$ cat src/rtl/fifo_wr_arbiter_if.sv
// Write-side bus between the producers, the round-robin arbiter and the FIFO write port.
// The arbiter connects through the slave modport; the producer/FIFO side uses master.
interface fifo_wr_arbiter_if #(
   parameter int unsigned num_req    = 4,
   parameter int unsigned data_width = 8
);
   localparam int unsigned id_w = (num_req > 1) ? $clog2(num_req) : 1;

   logic [num_req-1:0]            req_mask;
   logic [num_req-1:0]            req_valid;
   logic [num_req*data_width-1:0] req_data;
   logic [num_req-1:0]            req_last;
   logic [num_req-1:0]            req_ready;
   logic                          fifo_full;
   logic                          fifo_wr_en;
   logic [data_width-1:0]         fifo_data_in;
   logic [id_w-1:0]               grant_id;
   logic                          busy;

   modport master (
      output req_mask,
      output req_valid,
      output req_data,
      output req_last,
      output fifo_full,
      input  req_ready,
      input  fifo_wr_en,
      input  fifo_data_in,
      input  grant_id,
      input  busy
   );

   modport slave (
      input  req_mask,
      input  req_valid,
      input  req_data,
      input  req_last,
      input  fifo_full,
      output req_ready,
      output fifo_wr_en,
      output fifo_data_in,
      output grant_id,
      output busy
   );
endinterface

$ cat src/rtl/fifo_wr_arbiter.sv
// Round-robin arbiter sharing one FIFO write port among num_req packet producers.
// A grant lasts for one packet or max_burst words, then priority rotates past the grantee.
module fifo_wr_arbiter #(
   parameter int unsigned num_req    = 4,
   parameter int unsigned data_width = 8,
   parameter int unsigned max_burst  = 16
) (
   input logic              clk,
   input logic              reset,
   fifo_wr_arbiter_if.slave bus
);
   localparam int unsigned id_w  = (num_req > 1) ? $clog2(num_req) : 1;
   localparam int unsigned cnt_w = $clog2(max_burst + 1);

   typedef enum logic [0:0] {StIdle, StGrant} state_e;

   state_e            state_q;
   logic [id_w-1:0]   grant_id_q;
   logic [id_w-1:0]   rr_ptr_q;
   logic [cnt_w-1:0]  beat_cnt_q;
   logic              busy_q;

   logic [data_width-1:0] words [num_req];
   logic [num_req-1:0]    eligible;
   logic                  any_eligible;
   logic [id_w-1:0]       scan_idx;
   logic [id_w-1:0]       sel_id;
   logic                  xfer;
   logic                  release_grant;
   logic [id_w-1:0]       next_ptr;

   for (genvar gi = 0; gi < num_req; gi++) begin : g_unpack
      assign words[gi] = bus.req_data[gi*data_width +: data_width];
   end

   assign eligible     = bus.req_valid & bus.req_mask;
   assign any_eligible = |eligible;

   // Scan downward so the lowest offset from rr_ptr is the last (winning) assignment.
   always_comb begin
      sel_id   = '0;
      scan_idx = '0;
      for (int k = num_req - 1; k >= 0; k--) begin
         scan_idx = id_w'((32'(rr_ptr_q) + 32'(k)) % num_req);
         if (eligible[scan_idx]) begin
            sel_id = scan_idx;
         end
      end
   end

   // Write side is combinational from the grant; reset blocks any write in its cycle.
   always_comb begin
      bus.req_ready    = '0;
      bus.fifo_wr_en   = 1'b0;
      bus.fifo_data_in = '0;
      if (state_q == StGrant && !reset) begin
         bus.fifo_data_in          = words[grant_id_q];
         bus.req_ready[grant_id_q] = ~bus.fifo_full;
         bus.fifo_wr_en            = bus.req_valid[grant_id_q] & ~bus.fifo_full;
      end
   end

   assign xfer          = bus.fifo_wr_en;
   assign release_grant = bus.req_last[grant_id_q] | (beat_cnt_q == cnt_w'(max_burst - 1));
   assign next_ptr      = (grant_id_q == id_w'(num_req - 1)) ? '0 : grant_id_q + 1'b1;

   always_ff @(posedge clk) begin
      if (reset) begin
         state_q    <= StIdle;
         grant_id_q <= '0;
         rr_ptr_q   <= '0;
         beat_cnt_q <= '0;
         busy_q     <= 1'b0;
      end else begin
         unique case (state_q)
            StIdle: begin
               if (any_eligible) begin
                  state_q    <= StGrant;
                  grant_id_q <= sel_id;
                  beat_cnt_q <= '0;
                  busy_q     <= 1'b1;
               end
            end
            StGrant: begin
               if (xfer) begin
                  if (release_grant) begin
                     state_q    <= StIdle;
                     rr_ptr_q   <= next_ptr;
                     beat_cnt_q <= '0;
                     busy_q     <= 1'b0;
                  end else begin
                     beat_cnt_q <= beat_cnt_q + 1'b1;
                  end
               end
            end
            default: begin
               state_q <= StIdle;
               busy_q  <= 1'b0;
            end
         endcase
      end
   end

   assign bus.grant_id = grant_id_q;
   assign bus.busy     = busy_q;

   a_ready_onehot : assert property (@(posedge clk) $onehot0(bus.req_ready));
   a_wr_not_full  : assert property (@(posedge clk) bus.fifo_wr_en |-> !bus.fifo_full);
   a_wr_has_ready : assert property (@(posedge clk) bus.fifo_wr_en |-> bus.req_ready[grant_id_q]);
endmodule

$ cat src/flat_wrapper.sv
// flat-port wrapper written by rule: the top's interface ports become plain ports
module fifo_wr_arbiter_flat 
#(
   parameter int unsigned num_req    = 4,
   parameter int unsigned data_width = 8,
   parameter int unsigned max_burst  = 16
)
  (clk, reset, bus_req_mask, bus_req_valid, bus_req_data, bus_req_last, bus_fifo_full, bus_req_ready, bus_fifo_wr_en, bus_fifo_data_in, bus_grant_id, bus_busy);
  fifo_wr_arbiter_if #(.num_req(num_req), .data_width(data_width)) bus_i ();
  input logic clk;
  input logic reset;
  input wire logic [$bits(bus_i.req_mask)-1:0] bus_req_mask;
  input wire logic [$bits(bus_i.req_valid)-1:0] bus_req_valid;
  input wire logic [$bits(bus_i.req_data)-1:0] bus_req_data;
  input wire logic [$bits(bus_i.req_last)-1:0] bus_req_last;
  input wire logic [$bits(bus_i.fifo_full)-1:0] bus_fifo_full;
  output wire logic [$bits(bus_i.req_ready)-1:0] bus_req_ready;
  output wire logic [$bits(bus_i.fifo_wr_en)-1:0] bus_fifo_wr_en;
  output wire logic [$bits(bus_i.fifo_data_in)-1:0] bus_fifo_data_in;
  output wire logic [$bits(bus_i.grant_id)-1:0] bus_grant_id;
  output wire logic [$bits(bus_i.busy)-1:0] bus_busy;
  assign bus_i.req_mask = bus_req_mask;
  assign bus_i.req_valid = bus_req_valid;
  assign bus_i.req_data = bus_req_data;
  assign bus_i.req_last = bus_req_last;
  assign bus_i.fifo_full = bus_fifo_full;
  assign bus_req_ready = bus_i.req_ready;
  assign bus_fifo_wr_en = bus_i.fifo_wr_en;
  assign bus_fifo_data_in = bus_i.fifo_data_in;
  assign bus_grant_id = bus_i.grant_id;
  assign bus_busy = bus_i.busy;
  fifo_wr_arbiter #(.num_req(num_req), .data_width(data_width), .max_burst(max_burst)) u_core (.clk(clk), .reset(reset), .bus(bus_i));
endmodule
$ cat config.mk
export PLATFORM = sky130hd
export DESIGN_NAME = fifo_wr_arbiter_flat
export DESIGN_NICKNAME = d
export VERILOG_FILES = /design/src/rtl/fifo_wr_arbiter_if.sv /design/src/rtl/fifo_wr_arbiter.sv /design/src/flat_wrapper.sv
export SDC_FILE = /design/constraint.sdc
export NUM_CORES = 1
export LEC_CHECK = 0
export CAP_MARGIN = 20
export CORE_ASPECT_RATIO = 0.8
export CORE_MARGIN = 3
export CORE_UTILIZATION = 37
export CTS_CLUSTER_DIAMETER = 100
export DETAILED_ROUTE_END_ITERATION = 8
export PLACE_DENSITY_LB_ADDON = 0.25
export REMOVE_ABC_BUFFERS = 1
export SLEW_MARGIN = 10
export SYNTH_ARGS = -nofsm -noshare
export SYNTH_HDL_FRONTEND = slang
export SYNTH_SLANG_ARGS = --single-unit
$ cat constraint.sdc
create_clock -name clk -period 2.5 [get_ports clk]
set_clock_uncertainty 0.15 [all_clocks]
set_input_delay 0.75 -clock clk [delete_from_list [all_inputs] [get_ports clk]]
set_output_delay 0.75 -clock clk [all_outputs]
set_load 0.01 [all_outputs]
======== After elaboration in Yosys (flattened, before gate mapping) ========
Cells that the tools add are included.
storage, ports and cells
  memory bits (writable) .................. 0
  register bits after elaboration ......... 11
  memories ................................ 0
  memory bits (read-only) ................. 0
  output and inout bits ................... 16
  bits in latches ......................... 0
operators by class
  muxes and demuxes ....................... 37
  shifts and indexed selects .............. 0
  $mul .................................... 0
  $lt $le $gt $ge ......................... 7
  eq/ne operators ......................... 5
  divide/modulo/power cells ............... 0
  $add $sub $neg .......................... 5
  reductions and logical operators ........ 8
  bitwise operators ....................... 7
operator list
  kind                 count
  $mux 8               3
  $bmux 8 s2           1
  $lt 2x3->1 const B   5
  $mux 5               3
  $mux 1               14
  $bmux 1 s2           6
  $mux 2               5
  $pmux 5 s2           1
  $and 4x4->4          2
  $reduce_and 3->1     2
  $add 5x1->5 const B  1
  $eq 5x4->1 const B   1
  $add 2x1->2 const B  2
  $add 2x2->2 const B  2
  $mux 4               1
  $ne 2x2->1 const B   2
  $pmux 1 s2           2
  $reduce_and 2->1     2
  $reduce_or 4->1      1
  $ge 3x3->1 const B   1
  $not 2->3            1
  $demux 1 s2          1
  $eq 2x2->1 const B   1
  $ge 2x1->1 const B   1
  other kinds (6)      8

======== Logic depth before layout (Yosys ltp) ========
  depth in word-level cells ............... 7
  gate-level depth with buffers ........... 7
  depth with buffers taken out ............ 6

======== Least setup slack after synthesis ========
Ideal clock, no wire load.
  kind .................................... input -> output
  from .................................... input bus_req_valid[3]
  to ...................................... output bus_fifo_wr_en
  path slack .............................. -0.007 ns
  arrival time ............................ 1.607 ns
  stages on the path ...................... 3
  cells stage by stage .................... mux4_2 nand2_1 inv_1
between the ends
  cells in the longest elaborated chain, start to end .. 4
ends and longest elaborated chain
  item                          RTL line               source
  start: declaration            flat_wrapper.sv:13     input wire logic [$bits(bus_i.req_valid)-1:0] bus_req_valid;
  $bmux 1 s2                    fifo_wr_arbiter.sv:59  bus.fifo_wr_en = bus.req_valid[grant_id_q] & ~bus.fifo_full;
  $mux 1 (implied by the code)  fifo_wr_arbiter.sv:59
  $and 1x1->1                   fifo_wr_arbiter.sv:59
  $mux 1                        fifo_wr_arbiter.sv:56  if (state_q == StGrant && !reset) begin
  end: declaration              flat_wrapper.sv:18     output wire logic [$bits(bus_i.fifo_wr_en)-1:0] bus_fifo_wr_en;
No other way between the ends. The select of a mux whose other input is x is not followed.

======== Final worst setup path ========
Same ends and word-level chain as after synthesis.

==> results.sh <==
export IMPL_place_inst=218
export IMPL_post_route_drc_count=0
export IMPL_clk_path_buf_depth=2
export IMPL_worst_r2r_setup_slack_ns=0.37
export IMPL_clk_latency_ns=0.27
export IMPL_fin_nets=243
export IMPL_grt_pass1_vias=1135
export IMPL_synth_top_area_share_pct=21.8
export IMPL_place_congestion=0.835
export IMPL_synthTopCellsByArea="dfxtp_1, mux4_2, ha_1"
export IMPL_p_int_w=0.000369
export IMPL_crit_arrival_ns=1.58
export IMPL_final_max_slew_viol_count=0
export IMPL_hpwl_mm=2.84
export IMPL_fin_crit_sh_pct=99.3
export IMPL_p_per_area_nw_per_um2=314
export IMPL_yosys_area_top_type="dfxtp_1"
export IMPL_root_buffer="clkbuf_4"
export IMPL_final_common_cell="buf_2"
export IMPL_fin_total_pwr_w=0.000525
export IMPL_setup_viol=0
export IMPL_clkSinkCount=11
export IMPL_p_sw_w=0.000156
export IMPL_fin_crit_ns=2.48
export IMPL_drt_initial_drc_count=21
export IMPL_coreArea_um2=2520
export IMPL_avgSynthCellArea_um2=9.55
export IMPL_ios=63
export IMPL_combPwrFrac_pct=40.7
export IMPL_place_area_um2=1800
export IMPL_synth_flop_cell="dfxtp_1"
export IMPL_numCtsBuffers=3
export IMPL_hold_viol=0
export IMPL_synth_mux_area_share_pct=23.6
export IMPL_hold_buffers=0
export IMPL_clkTransAtPathRegs_ns=0.07
export IMPL_slew_headroom_pct=77.7
export IMPL_fillers=235
export IMPL_rsz0062_at_grt="false"
export IMPL_required_ns=1.60
export IMPL_dieWidth_um=64.5
export IMPL_track_usage_pct=19.3
export IMPL_die_y_um=52.8
export IMPL_netlist_area_um2=1010
export IMPL_antenna_found_initial=0
export IMPL_grt_max_degree=14
export IMPL_hp_class="reg2reg"
export IMPL_synth_simple_gate_area_share_pct=22.5
export IMPL_drive_above_1_share_pct=50.8
export IMPL_ys_seq_elements=11
export IMPL_ir_drop_uv=318
export IMPL_cpMostUsedCell="buf_6"
export IMPL_syn2layout_area_growth_pct=65.3
export IMPL_synthXorXnorAreaFrac_pct=0
export IMPL_swShare_pct=29.7
export IMPL_start_util_pct=40.1
export IMPL_vias=1172
export IMPL_final_area_um2=1670
export IMPL_rows=16
export IMPL_critPathCaptureType="output pin"
export IMPL_worst_slew_pin_transition_ns=0.332
export IMPL_syn_inst=106
export IMPL_critPathLaunchType="input port"
export IMPL_final_cell_mix="buf_2, buf_4, mux4_2, clkdlybuf4s50_1, dfxtp_1"
export IMPL_io_buffer_count=62
export IMPL_cts_tree="built"
export IMPL_ant_nets=0
export IMPL_die_area_um2=3400
export IMPL_clock_power_share_pct=23.6
export IMPL_synthArstFlopShare_pct=0
export IMPL_insertedDiodeCount=0
export IMPL_cp_top_family="multiplexers"
export IMPL_cp_slowest_cell="mux4_2"
export IMPL_multi_input_area_um2=791
export IMPL_maxCapViolCount=0
export IMPL_path_cells="buf_6 > mux4_2 > nand2_2 > inv_2 > buf_6"
export IMPL_first_pass_iters=4
export IMPL_synth_adder_area_share_pct=7.42
export IMPL_path_class="in2out"
export IMPL_crit_fanout=2
export IMPL_synth_compound_area_share_pct=20.0
export IMPL_synthDistinctLibCells=35
export IMPL_synth_top_family_by_area="multiplexers"
export IMPL_p_seq_share_pct=35.7
export IMPL_grt_pass1_wl_mm=5.09
export IMPL_holdWs_ns=0.329
export IMPL_synth_edf_count=0
export IMPL_clock_fmax_ghz=0.403
export IMPL_seq_area_um2=221
export IMPL_yosys_warnings=0
export IMPL_detail_route_vias_per_cell=5.21
export IMPL_yosysSeqAreaShare_pct=21.8
export IMPL_grt_ovfl_total=0
export IMPL_p_leak_nw=0.763
export IMPL_outcome="complete, no violations"
export IMPL_wl_mm=3.46
export IMPL_cts_htree_levels=1
export IMPL_critical_path_buf_inv_count=3
export IMPL_critPathMaxStageDelay_ns=0.48
export IMPL_finalNonFillerCells=225
export IMPL_wl_per_cell_um=15.4
==> logic make-up (layout without fill, tap and decap cells) <==
group	Yosys count	in the layout
buf+inv	12	95
fa+ha+maj	6	6
simple gates	41	41
mux	11	11
compound gates	25	25
flops	11	11
==> power by group through the flow <==
stage          Sequential (W)  Clock (W)  Combinational, W
2_1_floorplan        0.000199          0         0.0000787
3_3_place_gp         0.000190          0          0.000230
3_5_place_dp         0.000190          0          0.000236
4_1_cts              0.000187   0.000125          0.000205
5_1_grt              0.000189   0.000132          0.000230
6_report             0.000188   0.000124          0.000214
==> worst min-delay path, delay by kind of cell (launching register included) <==
kind | cells | cell delay [ns]
buffers and inverters | 1 | 0.07
AOI/OAI and AO/OA | 1 | 0.07
DFF | 1 | 0.30
==> synthesized netlist by cell type, types with 2 or more instances <==
| cell | n |
|---|---|
| a21oi_1 | 8 |
| ha_1 | 6 |
| nand3_1 | 4 |
| or3_1 | 2 |
| and2_1 | 4 |
| a211o_1 | 4 |
| a21o_1 | 2 |
| nand4_1 | 2 |
| nor2_1 | 5 |
| o211ai_1 | 2 |
| mux4_2 | 9 |
| dfxtp_1 | 11 |
| clkbuf_1 | 2 |
| a22oi_1 | 2 |
| nor3_1 | 2 |
| nand3b_1 | 2 |
| buf_2 | 2 |
| nor2b_1 | 8 |
| inv_1 | 7 |
| nand2_1 | 7 |
==> final timing paths <==
check | start | to | depth (start not counted)
max | bus_req_valid[3] | bus_fifo_wr_en | 5
max reg2reg | u_core.beat_cnt_q[0] | u_core.beat_cnt_q[2] | 6
min reg2reg | u_core.beat_cnt_q[4] | u_core.beat_cnt_q[4] | 2
min | u_core.beat_cnt_q[4] | u_core.beat_cnt_q[4] | 2
==> sequential cells by signal, summed over array words and instances, names as in the netlist <==
register	flops
u_core.beat_cnt_q	5
u_core.bus.grant_id	2
u_core.rr_ptr_q	2
u_core.bus.busy	1
u_core.state_q	1
==> routing by layer <==
| metal | vias up | routed length, µm | part of all wire [%] | track usage (%) |
|---|---|---|---|---|
| li1 | 575 | - | - | - |
| met1 | 565 | 1370 | 40 | 20.9 |
| met2 | 24 | 1900 | 55 | 37.8 |
| met3 | 8 | 138 | 4.0 | 4.08 |
| met4 | 0 | 48 | 1.4 | 5.61 |
| met5 | - | 0 | 0 | 0 |
==> through the flow <==
step	util [%]	setup WS, ns	TNS [ns]
6_report	66.3	0.0170	0
5_1_grt	66.3	0.000115	0
4_1_cts	64.2	-0.0547	-0.0547
3_5_place_dp	71.3	-0.703	-10.19
3_3_place_gp	71.3	-0.682	-9.26
2_1_floorplan	-	-0.00707	-0.00707
==> timing repair <==
item / 4_1_cts / 5_1_grt
resized for setup: 171 / 15
setup buffers: 1 / 2
setup endpoints to repair: 15 / 12
endpoints found under the hold margin: 0 / 0
pin swaps: 2 / 2
==> cell type report <==
cell class / instances / area share [%]
multi-input combinational: 83 / 47.3
timing repair buffer: 84 / 33.7
clock buffer: 4 / 1.57
inverter: 7 / 1.57
sequential: 11 / 13.2
tap: 36 / 2.69
(Power assumes the default switching activity.)
